[src/rtl/lcd_pkg.sv]
// Shared frame-buffer types and geometry for the LCD
// scan-out path, drawing engine and BRAM arbiter.
package lcd_pkg;

  localparam int H_ACTIVE     = 480;
  localparam int V_ACTIVE     = 272;
  localparam int FB_DEPTH     = H_ACTIVE * V_ACTIVE;
  localparam int ADDR_W       = 17;
  localparam int DATA_W       = 16;
  localparam int STARVE_LIMIT = 8;

  typedef enum logic [1:0] {
    OWN_NONE = 2'd0,
    OWN_DISP = 2'd1,
    OWN_DRW  = 2'd2
  } owner_t;

  // Tag that travels alongside each issued BRAM read.
  typedef struct packed {
    logic   vld;
    owner_t own;
    logic   err;
  } rd_tag_t;

  function automatic logic in_fb(
    input logic [ADDR_W-1:0] a
  );
    return a < ADDR_W'(FB_DEPTH);
  endfunction

endpackage

[src/rtl/fb_rd_return.sv]
// Two-stage read tag pipe: steers BRAM read data back
// to the requester that issued the read.
module fb_rd_return
  import lcd_pkg::*;
#(
  parameter int DW = DATA_W
) (
  input  logic          clk,
  input  logic          rstn,
  input  rd_tag_t       tag_i,
  input  logic [DW-1:0] bram_rdata_i,
  output logic          disp_rvalid_o,
  output logic [DW-1:0] disp_rdata_o,
  output logic          drw_rvalid_o,
  output logic [DW-1:0] drw_rdata_o
);

  rd_tag_t       s1_q, s1_d;
  rd_tag_t       s2_q, s2_d;
  logic [DW-1:0] rd_data;

  // Advance tags one stage per clock.
  always_comb begin
    s1_d = tag_i;
    s2_d = s1_q;
  end

  // Tag registers; reset flushes any read in flight.
  always_ff @(posedge clk) begin
    if (!rstn) begin
      s1_q <= '0;
      s2_q <= '0;
    end else begin
      s1_q <= s1_d;
      s2_q <= s2_d;
    end
  end

  // Error slots return zero instead of BRAM data.
  always_comb begin
    rd_data = s2_q.err ? '0 : bram_rdata_i;
    disp_rvalid_o = s2_q.vld &
                    (s2_q.own == OWN_DISP);
    drw_rvalid_o  = s2_q.vld &
                    (s2_q.own == OWN_DRW);
    disp_rdata_o  = disp_rvalid_o ? rd_data : '0;
    drw_rdata_o   = drw_rvalid_o ? rd_data : '0;
  end

endmodule

[src/rtl/lcd_fb_arbiter.sv]
// Frame-buffer BRAM arbiter: display prefetch first,
// drawing engine guaranteed progress by a starve timer.
module lcd_fb_arbiter
  import lcd_pkg::*;
#(
  parameter int H_ACTIVE     = lcd_pkg::H_ACTIVE,
  parameter int V_ACTIVE     = lcd_pkg::V_ACTIVE,
  parameter int ADDR_W       = lcd_pkg::ADDR_W,
  parameter int DATA_W       = lcd_pkg::DATA_W,
  parameter int STARVE_LIMIT = lcd_pkg::STARVE_LIMIT
) (
  input  logic              clk,
  input  logic              rstn,
  input  logic              disp_req,
  input  logic [ADDR_W-1:0] disp_addr,
  input  logic              disp_urgent,
  output logic              disp_gnt,
  output logic              disp_rvalid,
  output logic [DATA_W-1:0] disp_rdata,
  input  logic              drw_req,
  input  logic              drw_we,
  input  logic [ADDR_W-1:0] drw_addr,
  input  logic [DATA_W-1:0] drw_wdata,
  output logic              drw_gnt,
  output logic              drw_rvalid,
  output logic [DATA_W-1:0] drw_rdata,
  output logic              addr_err,
  output logic              drw_forced,
  output logic              bram_en,
  output logic              bram_we,
  output logic [ADDR_W-1:0] bram_addr,
  output logic [DATA_W-1:0] bram_wdata,
  input  logic [DATA_W-1:0] bram_rdata
);

  localparam int CNT_W =
    $clog2(STARVE_LIMIT + 1);
  localparam logic [CNT_W-1:0] LIMIT =
    CNT_W'(STARVE_LIMIT);
  localparam logic [ADDR_W-1:0] DEPTH =
    ADDR_W'(H_ACTIVE * V_ACTIVE);

  logic [CNT_W-1:0]  wait_q, wait_d;
  logic              en_q, en_d;
  logic              we_q, we_d;
  logic [ADDR_W-1:0] addr_q, addr_d;
  logic [DATA_W-1:0] wdata_q, wdata_d;
  logic              err_q, err_d;
  logic              forced_q, forced_d;

  logic              force_c;
  logic              dgnt_c;
  logic              wgnt_c;
  logic              any_gnt;
  logic              wr_c;
  logic              oob_c;
  logic [ADDR_W-1:0] sel_addr;
  rd_tag_t           tag_d;

  // Grant decision: forced draw, then display, then draw.
  always_comb begin
    force_c = rstn & drw_req & ~disp_urgent &
              (wait_q == LIMIT);
    dgnt_c  = rstn & ~force_c & disp_req;
    wgnt_c  = rstn &
              (force_c | (drw_req & ~disp_req));
    any_gnt = dgnt_c | wgnt_c;
    wr_c    = wgnt_c & drw_we;
    sel_addr = wgnt_c ? drw_addr : disp_addr;
    oob_c   = any_gnt & (sel_addr >= DEPTH);
  end

  // Starve counter: counts denied draw cycles, saturating.
  always_comb begin
    wait_d = wait_q;
    if (!drw_req || wgnt_c) begin
      wait_d = '0;
    end else if (wait_q != LIMIT) begin
      wait_d = wait_q + 1'b1;
    end
  end

  // Command next-state; out-of-range slots stay disabled.
  always_comb begin
    en_d     = any_gnt & ~oob_c;
    we_d     = wr_c & ~oob_c;
    addr_d   = any_gnt ? sel_addr : addr_q;
    wdata_d  = wgnt_c ? drw_wdata : wdata_q;
    err_d    = oob_c;
    forced_d = force_c;
  end

  // Read tag launched with each granted read.
  always_comb begin
    tag_d     = '0;
    tag_d.vld = dgnt_c | (wgnt_c & ~drw_we);
    tag_d.err = oob_c;
    unique case (1'b1)
      dgnt_c:           tag_d.own = OWN_DISP;
      wgnt_c & ~drw_we: tag_d.own = OWN_DRW;
      default:          tag_d.own = OWN_NONE;
    endcase
  end

  // Command and status registers.
  always_ff @(posedge clk) begin
    if (!rstn) begin
      wait_q   <= '0;
      en_q     <= 1'b0;
      we_q     <= 1'b0;
      addr_q   <= '0;
      wdata_q  <= '0;
      err_q    <= 1'b0;
      forced_q <= 1'b0;
    end else begin
      wait_q   <= wait_d;
      en_q     <= en_d;
      we_q     <= we_d;
      addr_q   <= addr_d;
      wdata_q  <= wdata_d;
      err_q    <= err_d;
      forced_q <= forced_d;
    end
  end

  fb_rd_return #(
    .DW (DATA_W)
  ) u_ret (
    .clk           (clk),
    .rstn          (rstn),
    .tag_i         (tag_d),
    .bram_rdata_i  (bram_rdata),
    .disp_rvalid_o (disp_rvalid),
    .disp_rdata_o  (disp_rdata),
    .drw_rvalid_o  (drw_rvalid),
    .drw_rdata_o   (drw_rdata)
  );

  assign disp_gnt   = dgnt_c;
  assign drw_gnt    = wgnt_c;
  assign bram_en    = en_q;
  assign bram_we    = we_q;
  assign bram_addr  = addr_q;
  assign bram_wdata = wdata_q;
  assign addr_err   = err_q;
  assign drw_forced = forced_q;

endmodule

[config.mk]
export PLATFORM = sky130hd
export DESIGN_NAME = lcd_fb_arbiter
export DESIGN_NICKNAME = d
export VERILOG_FILES = /design/src/rtl/lcd_pkg.sv /design/src/rtl/fb_rd_return.sv /design/src/rtl/lcd_fb_arbiter.sv
export SDC_FILE = /design/constraint.sdc
export NUM_CORES = 1
export LEC_CHECK = 0
export CAP_MARGIN = 40
export CORE_UTILIZATION = 37
export DETAILED_ROUTE_END_ITERATION = 7
export GPL_TIMING_DRIVEN = 1
export PLACE_DENSITY = 0.8
export SLEW_MARGIN = 10
export SYNTH_ARGS = -nofsm -noshare
export SYNTH_HDL_FRONTEND = slang
export SYNTH_HIERARCHICAL = 1
export SYNTH_SLANG_ARGS = --single-unit
[constraint.sdc]
create_clock -name clk -period 2 [get_ports clk]
set_input_delay 0.5 -clock clk [delete_from_list [all_inputs] [get_ports clk]]
set_output_delay 0.5 -clock clk [all_outputs]
set_load 0.02 [all_outputs]
==> results by group <==
STA
  – Worst slew margin: 64.7%
  – Tmin final: 1.96 ns
  – # setup viols final: 0
  – RSZ-0062 raised after global routing: yes
  – Worst-margin pin slew: 0.524 ns
  – Fmax: 509 MHz
  – Final hold viol count: 0
  – Setup Skew: 0.0142 ns
  – Final Cycle Share: 98.2%
  – Slew Limit Fails: 0

Worst hold path
  – Min-delay src: u_ret/s1_q[1]$_SDFF_PN0_
  – Worst Hold Class: flop to flop
  – Hold path cells: 1

GRT
  – Total GRT Usage: 18.9%
  – Initial antenna violation count: 0
  – Grt total ovfl: 0
  – First-pass GRT wire length: 9.63 mm
  – Vias in the first global route: 2137
  – Largest net degree at the start of global routing: 53

Detailed routing
  – Routed WL per cell: 13.9 um
  – Final wirelength: 6.63 mm
  – Vias/cell: 4.92
  – DRC Markers: 0
  – Total number of vias: 2343
  – Initial drt markers: 69
  – Antenna-violating nets left: 0
  – DRT Pass-1 Iters: 4

Critical path
  – Slowest cell on crit path: dlygate4sd2_1
  – Crit. End Element: output port
  – Worst path bufs/invs: 3
  – R2r startpoint: wait_q[1]$_SDFFE_PP0P_
  – Crit-path max FO: 4
  – Critical Path Start Type: primary input
  – R2R Setup Slk: 0.20 ns
  – Critical path cell sequence: dlygate4sd2_1 -> nand3b_1 -> buf_4 -> o211a_1 -> buf_6
  – CP max stage delay: 0.29 ns
  – Critical path origin: rstn
  – CP top delay family: buffers and inverters
  – Crit path kind: primary input to output port
  – CP arrival: 1.46 ns
  – Cell depth of the worst setup path: 5
  – CP required: 1.50 ns
  – Worst reg2reg path depth: 8

Placed design
  – Dpl hpwl: 4.95 mm
  – Dpl cells: 464
  – GPL Wtd Cong: 0.734
  – IO Port Bufs: 144

Die
  – Rows: 28
  – Die Y: 81.9 um
  – I/O pins: 145
  – Starting Density: 39.2%
  – Die area: 6710 sq um
  – Die width: 81.9 um
  – Core region area: 6030 sq um

Clock network
  – H-tree depth: 2
  – Max Buffers Root-to-Sink: 2
  – Root Buffer: clkbuf_8
  – Clock Latency Late Sink: 0.31 ns
  – CTS tree: yes
  – Clk sink count: 49
  – Clock transition at path regs: 0.08 ns
  – TritonCTS Buffers: 5

Synthesis
  – Mapped cell area: 2360 sq um
  – EDFF count, synth: 0
  – Yosys reg bits: 49
  – Register area share after synthesis: 41.5%
  – Syn Area/Cell: 9.46 sq um
  – Cells after Synth: 250
  – Synth Flop Type: dfxtp_1
  – Mapped Nets: 324
  – Post-synth cell types: 35
  – Post-synthesis async set-or-reset flop share: 0%
  – YS warnings: 6

Cells and area
  – Most frequent cells in the layout: clkdlybuf4s50_1 (104), nand2_1 (54), dfxtp_1 (47)
  – Non-Filler Instances: 476
  – Fillers: 525
  – Layout area overhead: 62.9%
  – Ant diodes: 0
  – Area of the multi-input gates: 1250 sq um
  – Sequential cell area: 983 sq um
  – Share of cells above drive strength 1: 23.9%
  – Most common cell after layout, fill and taps aside: clkdlybuf4s50_1
  – Nets: 474

Job
  – Max Cap Viol: 0

Power and ir drop
  – Max rail drop VDD: 0.425 mV
  – PwrDens: 543 nW/um^2
  – Leak pwr: 1.85 nW
  – Total design power: 2.09 mW

Status
  – Status: finished, final reports clean
==> synthesized netlist by cell type (2+ instances only) <==
master,instances,share of area [%]
ha_1,2,1.1
nand4_1,4,1.1
inv_1,2,0.32
and2_1,9,2.4
dfxtp_1,49,41
clkbuf_1,3,0.48
o211a_1,18,7.6
and3_2,15,4.8
nand2_1,54,8.6
a21boi_0,7,2.2
nor2b_4,2,1.2
a21boi_2,9,4.3
buf_2,2,0.42
clkbuf_2,3,0.63
buf_6,5,2.4
mux2i_1,18,7.6
buf_4,4,1.3
and3_1,17,4.5
nor2_1,11,1.7
==> cell families after synthesis <==
logic type	share of synthesized area [%]
xor+xnor	0.741
buf+inv	6.61
flops	41.5
compound gates	15.0
fa+ha+maj	1.06
mux	8.10
simple gates	27.0
==> worst paths after layout <==
kind,end
setup / recovery,disp_gnt
hold / removal,u_ret/s2_q[1]$_SDFF_PN0_
setup reg to reg,u_ret/s1_q[3]$_SDFF_PN0_
hold reg to reg,u_ret/s2_q[1]$_SDFF_PN0_
==> routing by layer <==
metal	part of all wire (%)	GRT usage [%]	wire length (um)
met4	1.5	5.26	99
met2	48	34.6	3200
met3	13	9.11	876
met5	0	0	0
met1	37	18.7	2460
==> report_power, final <==
part | internal (mW) | leakage (nW) | switching, mW
Sequential | 1.02 | 0.402 | 0.0212
Combinational | 0.270 | 1.40 | 0.191
Clock | 0.250 | 0.0456 | 0.340
Total | 1.54 | 1.85 | 0.552
==> sequential cells by signal (all words and copies together), names as in the netlist <==
name,count
addr_err,1
u_ret/s1_q,4
drw_forced,1
bram_we,1
bram_wdata,16
bram_addr,17
bram_en,1
wait_q,4
u_ret/s2_q,4
==> timing repair <==
action | 4_1_cts | 5_1_grt
hold buffers | 0 | 0
pin swaps | 1 | 3
gates resized for setup | 48 | 73
buffers inserted | 2 | 2
endpoints found under the setup margin | 38 | 35
hold endpoints to repair | 0 | 0
==> area by class of cell <==
| class | instances | share of cell area (%) |
|---|---|---|
| Clock buffer | 6 | 1.88 |
| Clock inverter | 2 | 0.357 |
| Inverter | 3 | 0.487 |
| Multi-Input combinational cell | 180 | 32.4 |
| Sequential cell | 49 | 25.5 |
| Tap cell | 75 | 2.44 |
| Timing Repair Buffer | 161 | 36.9 |
==> stage by stage <==
| step | util [%] | setup TNS, ns | hold WS, ns | setup slack [ns] | area, sq um |
|---|---|---|---|---|---|
| 2_1_floorplan | - | 0 | 0.406 | 0.288 | 2360 |
| 3_3_place_gp | 64.3 | -14.65 | 0.412 | -0.611 | 3870 |
| 3_5_place_dp | 64.3 | -16.35 | 0.411 | -0.621 | 3870 |
| 4_1_cts | 65.4 | -0.206 | 0.431 | -0.105 | 3940 |
| 5_1_grt | 63.9 | -0.0125 | 0.462 | -0.0125 | 3850 |
| 6_report | 63.9 | 0 | 0.428 | 0.0360 | 3850 |
==> worst register-to-register path, stage by stage, from the launching register on <==
cell and delay, ns:
dfxtp_2 0.34, inv_2 0.05, ha_4 0.16, nand3b_4 0.09
o22a_4 0.18, buf_6 0.33, nor2_1 0.12, or2_2 0.28
and2_1 0.15
(Power assumes the default switching activity.)
